**src/rtl/rv32_pkg.sv**
```systemverilog
// Shared rv32 definitions: datapath widths used by the control unit and memory arbiter.
// Latency: n/a (types and constants only).
// Backpressure: n/a.
package rv32_pkg;

  localparam int XLEN   = 32;        // address and data width
  localparam int MASK_W = XLEN / 8;  // byte-enable mask width

  typedef logic [XLEN-1:0]   word_t;
  typedef logic [MASK_W-1:0] mask_t;

endpackage : rv32_pkg

```
**src/rtl/mem_arbiter.sv**
```systemverilog
// Purpose: shares one single-port memory between instruction fetch and data access.
// Latency: read valid 3 cycles after the request is seen in IDLE, write valid 2 cycles.
// Backpressure: holds o_mem_* stable while i_mem_ready is low; o_stall freezes the core.
//
// Ports:
//   i_clk, i_rst                     clock, synchronous active-high reset
//   i_if_req/i_if_addr               fetch read request (held until o_if_valid)
//   o_if_rdata/o_if_valid            fetched instruction, one-cycle completion pulse
//   i_dm_ren/i_dm_wen/i_dm_addr/
//   i_dm_wdata/i_dm_mask             data read/write request (held until o_dm_valid)
//   o_dm_rdata/o_dm_valid            load data, one-cycle completion pulse
//   o_mem_req/o_mem_wen/o_mem_addr/
//   o_mem_wdata/o_mem_mask           shared memory request
//   i_mem_ready/i_mem_rvalid/
//   i_mem_rdata                      memory accept, read-data valid, read data
//   o_stall                          freeze core PC and pipeline
module mem_arbiter
  import rv32_pkg::*;
#(
  parameter int STARVE_LIMIT = 4
) (
  input  logic              i_clk,
  input  logic              i_rst,
  input  logic              i_if_req,
  input  logic [XLEN-1:0]   i_if_addr,
  output logic [XLEN-1:0]   o_if_rdata,
  output logic              o_if_valid,
  input  logic              i_dm_ren,
  input  logic              i_dm_wen,
  input  logic [XLEN-1:0]   i_dm_addr,
  input  logic [XLEN-1:0]   i_dm_wdata,
  input  logic [MASK_W-1:0] i_dm_mask,
  output logic [XLEN-1:0]   o_dm_rdata,
  output logic              o_dm_valid,
  output logic              o_mem_req,
  output logic              o_mem_wen,
  output logic [XLEN-1:0]   o_mem_addr,
  output logic [XLEN-1:0]   o_mem_wdata,
  output logic [MASK_W-1:0] o_mem_mask,
  input  logic              i_mem_ready,
  input  logic              i_mem_rvalid,
  input  logic [XLEN-1:0]   i_mem_rdata,
  output logic              o_stall
);

  typedef enum logic [1:0] {
    S_IDLE  = 2'd0,
    S_ISSUE = 2'd1,
    S_WAIT  = 2'd2,
    S_RESP  = 2'd3
  } state_t;

  localparam logic [3:0] LIMIT = 4'(STARVE_LIMIT);

  state_t            r_state;
  state_t            w_next;
  logic              r_owner_if;  // 1: fetch owns the transaction, 0: data
  logic [XLEN-1:0]   r_addr;
  logic [XLEN-1:0]   r_wdata;
  logic [MASK_W-1:0] r_mask;
  logic              r_wen;
  logic [3:0]        r_starve;
  logic [XLEN-1:0]   r_if_rdata;
  logic [XLEN-1:0]   r_dm_rdata;

  logic w_dm_req;
  logic w_grant_if;
  logic w_grant_dm;

  // Data normally wins; fetch only overtakes once it has been passed over LIMIT times.
  assign w_dm_req   = i_dm_ren | i_dm_wen;
  assign w_grant_if = i_if_req & (~w_dm_req | (r_starve == LIMIT));
  assign w_grant_dm = w_dm_req & ~w_grant_if;

  always_ff @(posedge i_clk) begin
    if (i_rst) r_state <= S_IDLE;
    else       r_state <= w_next;
  end

  always_comb begin
    w_next = r_state;
    unique case (r_state)
      S_IDLE:  if (w_grant_if | w_grant_dm) w_next = S_ISSUE;
      S_ISSUE: if (i_mem_ready) w_next = r_wen ? S_RESP : S_WAIT;
      S_WAIT:  if (i_mem_rvalid) w_next = S_RESP;
      S_RESP:  w_next = S_IDLE;
      default: w_next = S_IDLE;
    endcase
  end

  always_ff @(posedge i_clk) begin
    if (i_rst) begin
      r_owner_if <= 1'b0;
      r_addr     <= '0;
      r_wdata    <= '0;
      r_mask     <= '0;
      r_wen      <= 1'b0;
      r_starve   <= '0;
      r_if_rdata <= '0;
      r_dm_rdata <= '0;
    end else begin
      if (r_state == S_IDLE) begin
        if (w_grant_if) begin
          r_owner_if <= 1'b1;
          r_addr     <= i_if_addr;
          r_wdata    <= '0;
          r_mask     <= '1;
          r_wen      <= 1'b0;
          r_starve   <= '0;
        end else if (w_grant_dm) begin
          r_owner_if <= 1'b0;
          r_addr     <= i_dm_addr;
          r_wdata    <= i_dm_wdata;
          r_mask     <= i_dm_mask;
          r_wen      <= i_dm_wen;  // ren and wen together is a write
          if (!i_if_req)          r_starve <= '0;
          else if (r_starve < LIMIT) r_starve <= r_starve + 4'd1;
        end
      end
      // rvalid is only honoured in WAIT, which is entered strictly after accept.
      if (r_state == S_WAIT && i_mem_rvalid) begin
        if (r_owner_if) r_if_rdata <= i_mem_rdata;
        else            r_dm_rdata <= i_mem_rdata;
      end
    end
  end

  assign o_mem_req   = (r_state == S_ISSUE);
  assign o_mem_wen   = r_wen;
  assign o_mem_addr  = r_addr;
  assign o_mem_wdata = r_wdata;
  assign o_mem_mask  = r_mask;

  assign o_if_valid  = (r_state == S_RESP) &  r_owner_if;
  assign o_dm_valid  = (r_state == S_RESP) & ~r_owner_if;
  assign o_if_rdata  = r_if_rdata;
  assign o_dm_rdata  = r_dm_rdata;

  assign o_stall = (i_if_req & ~o_if_valid) | (w_dm_req & ~o_dm_valid);

endmodule : mem_arbiter

```
**config.mk**
```make
export PLATFORM = sky130hd
export DESIGN_NAME = mem_arbiter
export DESIGN_NICKNAME = d
export VERILOG_FILES = /design/src/rtl/rv32_pkg.sv /design/src/rtl/mem_arbiter.sv
export SDC_FILE = /design/constraint.sdc
export NUM_CORES = 1
export LEC_CHECK = 0
export CAP_MARGIN = 20
export CORE_UTILIZATION = 40
export DETAILED_ROUTE_END_ITERATION = 10
export HOLD_SLACK_MARGIN = 0.02
export PLACE_DENSITY_LB_ADDON = 0.08
export SYNTH_ARGS = -nofsm -noshare
export SYNTH_HDL_FRONTEND = slang
export SYNTH_SLANG_ARGS = --single-unit
```
**constraint.sdc**
```tcl
create_clock -name i_clk -period 1.85 [get_ports i_clk]
set_input_delay 0.2775 -clock i_clk [delete_from_list [all_inputs] [get_ports i_clk]]
set_output_delay 0.2775 -clock i_clk [all_outputs]
set_load 0.1 [all_outputs]
```
==> flow_summary.ini <==
[routing]
dr_total_vias = 5737
detail_route.wl_per_cell_um = 15.34
detail-route-antenna-nets = 0
drtPass1Iterations = 4
drc = 0
detail_route.iter0.violations = 289
postRouteWirelength_mm = 17.38
routed_via_density = 5.064

[clocking]
clock_tree.root_cell = sky130_fd_sc_hd__clkbuf_16
cts_tree = built
cts_hold_buffers = 0
clock_latency_ns = 0.42
clkSinkCount = 140
clock_tree.htree_level_count = 4
clkTransAtPathRegs_ns = 0.06
cts_bufs_inserted = 17
cts-root-to-sink-buffers = 2

[pwr]
leakagePower_nw = 3.660
design_power_total_mw = 15.88
peakVddDrop_v = 0.0008488
power_density_mw_per_mm2 = 1771

[logic_synthesis]
synth_area_mm2 = 0.005530
syn_area_per_cell_um2 = 8.145
netlist.area_leader.share = 0.5068
synth.yosys.warnings = 0
synth.net_count = 825
synth-seq-area-share = 0.5068
post_synth_inst_count = 679
synth_seq_cells = 140
async_flop_share = 0
post_synth_main_area_contributors = sky130_fd_sc_hd__dfxtp_1, sky130_fd_sc_hd__nand2_1, sky130_fd_sc_hd__a21oi_1, sky130_fd_sc_hd__a211oi_2, sky130_fd_sc_hd__nand3_1
synth_top_flop_cell = sky130_fd_sc_hd__dfxtp_1
netlist-cell-type-count = 37
synth-edff-count = 0
synth.largest_area_cell = sky130_fd_sc_hd__dfxtp_1

[critical_path]
cp.arrival_ns = 1.52
critical_path_depth = 5
cp_num_buf_inv = 1
worst_setup_path_type = register to primary output
slack_of_the_worst_reg_to_reg_path_ns = 0.14
critical_path.cell_chain = ha_4 > nor2b_4 > nor2_4 > a2bb2oi_4 > buf_12
cpPeakStageDelay_ns = 0.35
startpoint_type = register
crit_path_max_fanout = 2
cp.required_ns = 1.57
cp-end-kind = primary output
cpLargestDelayFamily = flip-flops
ff2ff_path_depth = 7
cpMaxStageDelayCell = sky130_fd_sc_hd__dfxtp_4

[cells_and_area]
finalNetCount = 1090
post-route-cell-area_mm2 = 0.008970
count_of_inserted_antenna_diode_cells = 0
drive_above_1_share = 0.2476
areaGrowthSynthToFinish_pct = 62.19

[sta]
worst_clock_skew_on_the_final_layout_ns = 0.003909
rsz0062_at_grt = true
final-hold-violation-count = 0
relSlewSlack = 0.6901
finalMaxSlewViolations = 0
timing.final.crit_share = 0.9740
fmax_mhz = 555.0
finalWorstPathRequiredPeriod_ns = 1.802
timing.final.setup_violations = 0
pin_slew_with_the_least_headroom_to_its_limit_ns = 0.4614
finalWorstSetupSlack_ns = 0.04819

[hold_path]
hold_path_class = input port to register
worst_hold_path.num_cells = 2

[placement]
gp_routability_congestion = 0.8152
placed_area_mm2 = 0.008284
placement.io_buffers = 275
dpl_worst_slack_ns = -0.1019
detailed_place_hpwl_mm = 12.09

[global_routing]
antenna_found_initial = 0
largest_net_degree_at_the_start_of_global_routing = 58
globalRouteTotalUtil = 0.2429
grt_overflow = 0
grt_first_pass_wirelength_mm = 27.52
number_of_global_route_vias_before_repair = 5647

[die]
floorplan.initialDensity = 0.4143
core_region_area_mm2 = 0.01335
die_x_um = 119.6
core.rowCount = 42
chipHeight_um = 119.6
floorplan.die_area_mm2 = 0.01430
pin_count = 276

[run_status]
run_status = finished, final reports clean

[flow_run]
drv.max_cap_violation_count = 0
worst reg2reg max path: cells and delay by family (launching register included):
kind	cells	cell delay (ns)
compound gates	1	0.22
simple gates	2	0.30
flops	1	0.35
buf+inv	3	0.47
fa+ha+maj	1	0.29
registers in the layout, indices dropped and copies added (netlist names):
register     count
r_starve         4
o_mem_wdata     32
o_dm_rdata      32
o_if_rdata      32
o_mem_mask       4
o_mem_addr      32
r_state          2
o_mem_wen        1
r_owner_if       1
cell usage in the layout (no fill, tap or decap), types with 2 or more instances in the layout:
| cell type | instances |
|---|---|
| sky130_fd_sc_hd__nand2_1 | 193 |
| sky130_fd_sc_hd__buf_4 | 152 |
| sky130_fd_sc_hd__dfxtp_1 | 138 |
| sky130_fd_sc_hd__clkdlybuf4s50_1 | 137 |
| sky130_fd_sc_hd__a21oi_1 | 131 |
| sky130_fd_sc_hd__nor2_1 | 39 |
| sky130_fd_sc_hd__nand3_1 | 33 |
| sky130_fd_sc_hd__a211oi_2 | 25 |
| sky130_fd_sc_hd__clkbuf_16 | 17 |
| sky130_fd_sc_hd__buf_12 | 14 |
| sky130_fd_sc_hd__nor3_1 | 11 |
| sky130_fd_sc_hd__a211oi_1 | 7 |
| sky130_fd_sc_hd__inv_1 | 6 |
| sky130_fd_sc_hd__bufinv_16 | 5 |
| sky130_fd_sc_hd__clkinv_2 | 5 |
| sky130_fd_sc_hd__ha_1 | 4 |
| sky130_fd_sc_hd__a31oi_1 | 3 |
| sky130_fd_sc_hd__clkinvlp_4 | 3 |
| sky130_fd_sc_hd__nor2b_4 | 2 |
| sky130_fd_sc_hd__nor2_2 | 2 |
| sky130_fd_sc_hd__nor2b_1 | 2 |
| sky130_fd_sc_hd__ha_2 | 2 |
| sky130_fd_sc_hd__clkbuf_1 | 2 |
through the flow:
stage	hold WS (ns)	cells	setup TNS (ns)	util
floorplan	0.4135	679	0	-
detailed placement	0.4474	1098	-3.419	0.6206
global placement	0.4430	1098	-1.425	0.6206
CTS	0.2851	1133	0	0.6707
global route	0.2997	1133	-0.01426	0.6720
finish	0.2966	1133	0	0.6720
layer usage:
layer  vias to the layer above  share of wire  global-route usage
met5                         -              0                   0
met2                       213           0.52              0.4353
li1                       2807              -                   -
met3                        36          0.070             0.06892
met4                         0          0.027              0.1094
met1                      2681           0.38              0.2638
cell families after synthesis:
logic type,Yosys count,share of synthesized area
fa+ha+maj,7,0.01584
compound gates,177,0.2084
buf+inv,63,0.05385
simple gates,291,0.2134
flops,140,0.5068
mux,1,0.001810
Yosys cell counts (3+ instances only):
cell,instances
sky130_fd_sc_hd__nand3_1,33
sky130_fd_sc_hd__a211oi_1,7
sky130_fd_sc_hd__buf_2,13
sky130_fd_sc_hd__buf_1,3
sky130_fd_sc_hd__a211oi_2,25
sky130_fd_sc_hd__nor3_1,11
sky130_fd_sc_hd__a21oi_1,131
sky130_fd_sc_hd__dfxtp_1,140
sky130_fd_sc_hd__clkbuf_1,33
sky130_fd_sc_hd__nand2_1,193
sky130_fd_sc_hd__nor2b_1,4
sky130_fd_sc_hd__nor2_1,42
sky130_fd_sc_hd__buf_6,4
sky130_fd_sc_hd__inv_1,6
sky130_fd_sc_hd__buf_4,4
sky130_fd_sc_hd__a31oi_1,3
sky130_fd_sc_hd__ha_1,7
what timing repair did:
| item | 4_1_cts | 5_1_grt |
|---|---|---|
| cloned | 0 | 0 |
| pin swaps | 2 | 1 |
| setup buffers | 3 | 0 |
| resized for setup | 6 | 4 |
| endpoints found under the setup margin | 1 | 28 |
layout make-up:
type                    count  area [um2]
fillers                  1092        4378
flip-flops and latches    140        2808
repair buffers            303        2793
multi-input cells         476        2496
clock buffers              19       432.9
well taps                 176       220.2
clock inverters            13       197.7
inverters                   6       22.52
path summary, 6_finish.rpt:
kind	startpoint	endpoint
worst max-delay path	r_state[1]	o_stall
worst min-delay path	i_rst	r_owner_if
worst max register to register	r_state[1]	o_mem_addr[3]
worst min register to register	o_dm_rdata[21]	o_dm_rdata[21]
where the power goes:
group	internal, mW	leakage (nW)	switching, mW
Clock	2.38	0.303	1.28
Sequential	3.63	1.15	0.331
Combinational	2.10	2.21	6.17
Total	8.10	3.66	7.78
(Power assumes the default switching activity.)
